**src/rtl/alu_muldiv_seq_pkg.sv**
```systemverilog
// Shared types and constants for the sequential multiply/divide unit.
//   XLEN / ITERS : datapath width and iteration count (both fixed at 32)
//   md_op_e      : request operation encoding
//   md_state_e   : control FSM state encoding
//   alu_op_e     : op select of the shared ADD/SUB ALU
package alu_muldiv_seq_pkg;

  localparam int unsigned XLEN  = 32;
  localparam int unsigned ITERS = 32;
  localparam int unsigned CNT_W = 5;

  typedef enum logic [1:0] {
    MD_MUL   = 2'd0,
    MD_MULHU = 2'd1,
    MD_DIVU  = 2'd2,
    MD_REMU  = 2'd3
  } md_op_e;

  typedef enum logic [1:0] {
    MD_IDLE = 2'd0,
    MD_RUN  = 2'd1,
    MD_DONE = 2'd2
  } md_state_e;

  typedef enum logic [1:0] {
    ALU_ADD = 2'd0,
    ALU_SUB = 2'd1,
    ALU_SLT = 2'd2,
    ALU_XOR = 2'd3
  } alu_op_e;

  // Request payload as seen at the input handshake
  typedef struct packed {
    md_op_e            op;
    logic [XLEN-1:0]   a;
    logic [XLEN-1:0]   b;
  } md_req_t;

  function automatic logic md_is_div(input md_op_e op);
    return (op == MD_DIVU) || (op == MD_REMU);
  endfunction

endpackage

```
**src/rtl/alu_muldiv_seq_alu.sv**
```systemverilog
// Shared integer ALU (combinational).
//   op          : ALU_ADD / ALU_SUB / ALU_SLT / ALU_XOR
//   unsigned_i  : selects unsigned compare for SLT; ADD/SUB ignore it
//   a, b        : operands
//   y           : result
module alu_muldiv_seq_alu
  import alu_muldiv_seq_pkg::*;
(
  input  alu_op_e         op,
  input  logic            unsigned_i,
  input  logic [XLEN-1:0] a,
  input  logic [XLEN-1:0] b,
  output logic [XLEN-1:0] y
);

  logic lt;

  // Result select
  always_comb begin
    y  = '0;
    lt = unsigned_i ? (a < b) : ($signed(a) < $signed(b));
    case (op)
      ALU_ADD: y = a + b;
      ALU_SUB: y = a - b;
      ALU_SLT: y = XLEN'(lt);
      ALU_XOR: y = a ^ b;
      default: y = '0;
    endcase
  end

endmodule

```
**src/rtl/alu_muldiv_seq.sv**
```systemverilog
// Multi-cycle unsigned MUL/MULHU/DIVU/REMU unit. Steps one shared ALU through
// 32 shift-add (multiply) or restoring-subtract (divide) iterations.
//   clk, rst               : clock, synchronous active-high reset
//   req_valid/ready        : request handshake; ready only while idle
//   req_op, req_a, req_b   : operation, multiplier/dividend, multiplicand/divisor
//   resp_valid/ready       : response handshake; result held until accepted
//   resp_data              : 32-bit result
//   busy                   : operation in flight or result pending
module alu_muldiv_seq
  import alu_muldiv_seq_pkg::*;
(
  input  logic            clk,
  input  logic            rst,
  input  logic            req_valid,
  output logic            req_ready,
  input  logic [1:0]      req_op,
  input  logic [XLEN-1:0] req_a,
  input  logic [XLEN-1:0] req_b,
  output logic            resp_valid,
  input  logic            resp_ready,
  output logic [XLEN-1:0] resp_data,
  output logic            busy
);

  md_state_e        state_q, state_d;
  logic             req_ready_q, req_ready_d;
  logic             resp_valid_q, resp_valid_d;
  logic             busy_q, busy_d;
  logic [XLEN-1:0]  resp_data_q, resp_data_d;
  logic [CNT_W-1:0] cnt_q, cnt_d;
  md_op_e           op_q, op_d;
  logic [XLEN-1:0]  opnd_q, opnd_d;   // multiplicand M / divisor D
  logic [XLEN-1:0]  acc_q, acc_d;     // hi / partial remainder R
  logic [XLEN-1:0]  sh_q, sh_d;       // lo / quotient Q

  md_req_t          req;
  logic             accept, resp_fire, last_iter, div_zero;
  logic [XLEN-1:0]  alu_a, alu_b, alu_y, rs;
  alu_op_e          alu_op;
  logic             carry;

  assign req        = '{op: md_op_e'(req_op), a: req_a, b: req_b};
  assign accept     = req_valid & req_ready_q;
  assign resp_fire  = resp_valid_q & resp_ready;
  assign last_iter  = (cnt_q == CNT_W'(ITERS - 1));
  assign div_zero   = md_is_div(req.op) && (req.b == '0);
  assign rs         = {acc_q[XLEN-2:0], sh_q[XLEN-1]};

  alu_muldiv_seq_alu u_alu (
    .op         (alu_op),
    .unsigned_i (1'b0),
    .a          (alu_a),
    .b          (alu_b),
    .y          (alu_y)
  );

  // State register
  always_ff @(posedge clk) begin
    if (rst) state_q <= MD_IDLE;
    else     state_q <= state_d;
  end

  // Next-state logic
  always_comb begin
    state_d = state_q;
    case (state_q)
      MD_IDLE: if (accept)    state_d = div_zero ? MD_DONE : MD_RUN;
      MD_RUN:  if (last_iter) state_d = MD_DONE;
      MD_DONE: if (resp_fire) state_d = MD_IDLE;
      default:                state_d = MD_IDLE;
    endcase
  end

  // Handshake/status outputs. A divide-by-zero enters DONE straight from IDLE;
  // its valid is held back one cycle so the response appears one cycle after accept.
  always_comb begin
    req_ready_d  = (state_d == MD_IDLE);
    busy_d       = (state_d != MD_IDLE);
    resp_valid_d = (state_d == MD_DONE) && (state_q != MD_IDLE);
  end

  // ALU operand muxing: shift-add for multiply, restoring subtract for divide
  always_comb begin
    if (md_is_div(op_q)) begin
      alu_a  = rs;
      alu_b  = opnd_q;
      alu_op = ALU_SUB;
    end else begin
      alu_a  = acc_q;
      alu_b  = sh_q[0] ? opnd_q : '0;
      alu_op = ALU_ADD;
    end
  end

  // Datapath next-state
  always_comb begin
    cnt_d       = cnt_q;
    op_d        = op_q;
    opnd_d      = opnd_q;
    acc_d       = acc_q;
    sh_d        = sh_q;
    resp_data_d = resp_data_q;
    carry       = (alu_y < acc_q);
    case (state_q)
      MD_IDLE: begin
        if (accept) begin
          op_d   = req.op;
          opnd_d = req.b;
          acc_d  = '0;
          sh_d   = req.a;
          cnt_d  = '0;
          if (div_zero)
            resp_data_d = (req.op == MD_DIVU) ? '1 : req.a;
        end
      end
      MD_RUN: begin
        cnt_d = cnt_q + CNT_W'(1);
        if (md_is_div(op_q)) begin
          // Bit shifted out of R means the shifted remainder already exceeds D
          if (acc_q[XLEN-1] || (rs >= opnd_q)) begin
            acc_d = alu_y;
            sh_d  = {sh_q[XLEN-2:0], 1'b1};
          end else begin
            acc_d = rs;
            sh_d  = {sh_q[XLEN-2:0], 1'b0};
          end
        end else begin
          acc_d = {carry, alu_y[XLEN-1:1]};
          sh_d  = {alu_y[0], sh_q[XLEN-1:1]};
        end
        if (last_iter)
          resp_data_d = ((op_q == MD_MUL) || (op_q == MD_DIVU)) ? sh_d : acc_d;
      end
      default: ;
    endcase
  end

  // Datapath and output registers
  always_ff @(posedge clk) begin
    if (rst) begin
      req_ready_q  <= 1'b1;
      resp_valid_q <= 1'b0;
      busy_q       <= 1'b0;
      resp_data_q  <= '0;
      cnt_q        <= '0;
      op_q         <= MD_MUL;
      opnd_q       <= '0;
      acc_q        <= '0;
      sh_q         <= '0;
    end else begin
      req_ready_q  <= req_ready_d;
      resp_valid_q <= resp_valid_d;
      busy_q       <= busy_d;
      resp_data_q  <= resp_data_d;
      cnt_q        <= cnt_d;
      op_q         <= op_d;
      opnd_q       <= opnd_d;
      acc_q        <= acc_d;
      sh_q         <= sh_d;
    end
  end

  assign req_ready  = req_ready_q;
  assign resp_valid = resp_valid_q;
  assign resp_data  = resp_data_q;
  assign busy       = busy_q;

endmodule

```
**config.mk**
```make
export PLATFORM = sky130hd
export DESIGN_NAME = alu_muldiv_seq
export DESIGN_NICKNAME = d
export VERILOG_FILES = /design/src/rtl/alu_muldiv_seq_pkg.sv /design/src/rtl/alu_muldiv_seq_alu.sv /design/src/rtl/alu_muldiv_seq.sv
export SDC_FILE = /design/constraint.sdc
export NUM_CORES = 1
export LEC_CHECK = 0
export BUFFER_PORTS_ARGS = -buffer_cell sky130_fd_sc_hd__buf_2
export CORE_MARGIN = 8
export CORE_UTILIZATION = 35
export DETAILED_ROUTE_END_ITERATION = 8
export SYNTH_ARGS = -nofsm -noshare
export SYNTH_HDL_FRONTEND = slang
export SYNTH_HIERARCHICAL = 1
export SYNTH_SLANG_ARGS = --single-unit
```
**constraint.sdc**
```tcl
create_clock -name clk -period 6.35 [get_ports clk]
set_input_delay 1.905 -clock clk [delete_from_list [all_inputs] [get_ports clk]]
set_output_delay 1.905 -clock clk [all_outputs]
set_load 0.01 [all_outputs]
```
==> summary.md <==
| Metric | Value |
|---|---|
| Status | `complete, no violations` |
| FF-to-FF setup slack | `~570 ps` |
| RSZ-0062 raised after global routing | `no` |
| Reg-to-reg startpoint | `op_q[1]$_SDFFE_PP0P_` |
| VDD IR max | `~190 uV` |
| Count of cell types in the netlist | `between 90 and 100` |
| Crit path arrival time | `~6100 ps` |
| Die Ht | `215 microns` |
| Final Hold Fails | `0` |
| Fmax | `approximately 170 MHz` |
| Post-Synthesis Cells | `~1,800` |
| Worst R2R Path Depth | `19` |
| CTS tree | `yes` |
| Critical Path Source Type | `flop` |
| CP max FO | `37` |
| Register area share after synthesis | `0.202` |
| CP Capture Point | `resp_data[31]$_SDFFE_PP0P_` |
| Placer Congestion | `between 0.9 and 1` |
| Residual DRC count | `0` |
| Post-CTS setup buffer count | `0` |
| Num ports | `approximately 110` |
| Clk Latency, worst-skew pair | `450 ps` |
| Layout cells sized above 1 | `0.184` |
| Max-cap violations | `0` |
| First-pass GRT wire length | `about 76 mm` |
| Clk root buf | `clkbuf_16` |
| H-tree depth | `4` |
| Core Area | `between 30,000 and 40,000 sq um` |
| Final setup TNS | `0 ps` |
| Antenna-violating nets left | `0` |
| PortBufs | `around 100` |
| FP Rows | `73` |
| Mean area per synthesized cell | `approximately 7.5 sq um` |
| Routed len/inst | `between 20 and 25 microns` |
| Drt total wl | `approximately 48 mm` |
| Worst hold path type | `flop to flop` |
| Max-slew headroom | `0.263` |
| Via count | `roughly 14,000` |
| Clock transition at path regs | `around 70 ps` |
| CP Launch Point | `op_q[1]$_SDFFE_PP0P_` |
| Dpl hpwl | `around 36 mm` |
| Grt ovf | `0` |
| Starting density of the core | `0.352` |
| Drt initial violations | `between 1,000 and 1,500` |
| Clk buf depth | `2` |
| Final Instance Area | `15,400 sq um` |
| Reg area | `2810 sq um` |
| Synth async-reset ratio | `0` |
| Post-layout min period | `~5800 ps` |
| PwrDens | `approximately 210 nW/um^2` |
| Count of state elements after synthesis | `140` |
| Via/cell ratio | `about 5.8` |
| Ys flop type | `dfxtp_1` |
| Antenna Cells | `0` |
| Nature of the critical path endpoint | `flop` |
| Setup violations, final | `0` |
| Final Cycle Share | `0.910` |
| Placed inst area | `roughly 15,000 sq um` |
| Skew final | `approximately 9.4 ps` |
| Number of max-slew violations in the final report | `0` |
| Gr usage total | `0.200` |
| Initial antenna violation count | `0` |
| FILL cells | `4,148` |
| Multi-input gate area | `10,000 sq um` |
| DIE WIDTH | `215 microns` |
| CTS Sinks | `140` |
| Post-synth EDFFs | `0` |
| Reg-to-Reg End | `resp_data[31]$_SDFFE_PP0P_` |
| Leakage | `just over 0.006 uW` |
| Largest net degree at the start of global routing | `between 100 and 150` |
| TritonRoute pass-1 iters | `5` |
| Slew of the pin with the lowest slew margin | `about 1100 ps` |
| Vias in the first global route | `13,500` |
| Yosys warns | `6` |
| Layout area overhead | `10.7%` |
| Die area | `46,300 sq um` |
| TritonCTS buffer count | `17` |
| Setup CP Type | `flop to flop` |
| CP required | `approximately 6700 ps` |
| Cell Area, Synth | `approximately 14,000 sq um` |
| Final #Nets | `just over 2,000` |
-- per-layer routing --
layer  wire length [microns]  share of wire  vias up  global-route usage
met5                       0              0        -                   0
met4                    1580          0.033        0              0.0758
met3                    2640          0.055       65              0.0287
met2                   21700           0.45      464               0.319
li1                        -              -     6694                   -
met1                   22200           0.46     6658               0.271
-- final cells by class --
class / count / share of cell area
multi-input combinational: 1436 / 0.651
sequential: 140 / 0.183
clock buffer: 22 / 0.0315
clock inverter: 10 / 0.00668
timing repair buffer: 139 / 0.0525
tap: 525 / 0.0427
inverter: 135 / 0.0330
-- kinds of logic (layout without fill, tap and decap cells) --
| group | after synthesis | in the layout | share of synthesized area |
|---|---|---|---|
| AO/OA/AOI/OAI | 587 | 587 | 0.317 |
| XOR/XNOR | 11 | 11 | 0.00694 |
| adder cells (fa/ha/maj) | 130 | 130 | 0.118 |
| buffers and inverters | 272 | 306 | 0.0799 |
| flip-flops | 140 | 140 | 0.202 |
| multiplexers | 73 | 73 | 0.0554 |
| other | 1 | 4 | 0.000270 |
| AND/OR/NAND/NOR | 631 | 631 | 0.221 |
-- critical path, cell delays in order, from the launching register on --
cell	delay, ps
dfxtp_4	620
buf_4	430
o21ai_0	220
ha_1	480
or2_2	360
a211oi_1	450
o21a_1	320
a21oi_1	100
o21bai_1	170
a211oi_1	100
o21ai_0	220
o311ai_0	140
buf_4	190
ha_1	290
nand4_1	130
or4_1	530
o211ai_1	310
a21oi_1	130
a311oi_2	330
o21ai_1	110
-- power breakdown --
| group | internal [uW] | switching (uW) |
|---|---|---|
| sequential | 923 | 42.7 |
| combinational | 408 | 801 |
| clock | 587 | 432 |
-- worst min path at each step --
stage	start	end	slack [ps]	depth (start not counted)
6_report	opnd_q[24]$_SDFFE_PP0P_	opnd_q[24]$_SDFFE_PP0P_	450	2
5_1_grt	opnd_q[5]$_SDFFE_PP0P_	opnd_q[5]$_SDFFE_PP0P_	470	2
4_1_cts	opnd_q[29]$_SDFFE_PP0P_	opnd_q[29]$_SDFFE_PP0P_	460	2
3_5_place_dp	opnd_q[29]$_SDFFE_PP0P_	opnd_q[29]$_SDFFE_PP0P_	450	2
3_3_place_gp	opnd_q[29]$_SDFFE_PP0P_	opnd_q[29]$_SDFFE_PP0P_	450	2
2_1_floorplan	opnd_q[10]$_SDFFE_PP0P_	opnd_q[10]$_SDFFE_PP0P_	440	2
-- state kept, by name (all words and copies together) (netlist names) --
register	flops
sh_q	32
req_ready	1
acc_q	32
resp_data	32
op_q	2
cnt_q	5
resp_valid	1
state_q	2
busy	1
opnd_q	32
-- repair_timing --
| action | in CTS | in global routing |
|---|---|---|
| endpoints found under the setup margin | 0 | 2 |
| hold endpoints to repair | 0 | 0 |
| hold buffers | 0 | 0 |
| resized for setup | 0 | 4 |
-- cell usage in the layout (no fill, tap or decap), types with 5 or more instances in the layout --
| cell | count |
|---|---|
| mux2_2 | 31 |
| inv_1 | 135 |
| o211ai_1 | 53 |
| or4_1 | 6 |
| or3_1 | 34 |
| ha_1 | 127 |
| a21o_1 | 24 |
| xnor2_1 | 7 |
| buf_4 | 33 |
| mux2i_1 | 42 |
| o31ai_1 | 17 |
| a211o_1 | 8 |
| nor4_1 | 12 |
| nand2_1 | 214 |
| buf_2 | 104 |
| and3_1 | 5 |
| nor3b_1 | 5 |
| a211oi_2 | 31 |
| clkbuf_16 | 17 |
| a221oi_1 | 34 |
| nor2_1 | 193 |
| o21a_1 | 13 |
| dfxtp_1 | 138 |
| o21bai_1 | 10 |
| and2_1 | 9 |
| nand3_1 | 19 |
| or2_2 | 8 |
| o21ai_1 | 34 |
| a21oi_1 | 118 |
| nand4_1 | 23 |
| nand2b_1 | 14 |
| o21ai_0 | 123 |
| nor3_2 | 33 |
| nor3_1 | 23 |
| nor2b_1 | 14 |
| a211oi_1 | 10 |
| a31oi_1 | 6 |
| o32ai_1 | 12 |
| o31ai_2 | 31 |
-- per-stage QoR --
step	power [uW]	util	instances	hold WS, ps	worst slack (ps)
floorplan	1860	-	1848	436	778
global placement	2160	0.374	2375	446	514
global route	3360	0.389	2407	475	0.0502
finish	3190	0.389	2407	454	574
CTS	3200	0.389	2407	456	414
detailed placement	2170	0.374	2375	447	453
-- cell usage after synthesis, types with 17 or more instances --
| cell type | n | share of area |
|---|---|---|
| a211oi_2 | 31 | 0.028 |
| a21o_1 | 24 | 0.013 |
| a21oi_1 | 118 | 0.043 |
| a221oi_1 | 34 | 0.021 |
| clkbuf_1 | 102 | 0.028 |
| dfxtp_1 | 140 | 0.20 |
| ha_1 | 128 | 0.12 |
| inv_1 | 135 | 0.037 |
| mux2_2 | 31 | 0.025 |
| mux2i_1 | 42 | 0.030 |
| nand2_1 | 214 | 0.058 |
| nand3_1 | 19 | 0.0069 |
| nand4_1 | 23 | 0.010 |
| nor2_1 | 196 | 0.053 |
| nor3_1 | 24 | 0.0087 |
| nor3_2 | 32 | 0.023 |
| o211ai_1 | 53 | 0.029 |
| o21ai_0 | 123 | 0.044 |
| o21ai_1 | 34 | 0.012 |
| o31ai_1 | 17 | 0.0092 |
| o31ai_2 | 31 | 0.028 |
| or3_1 | 34 | 0.015 |
Note: power is estimated with default switching activity, not from simulation.
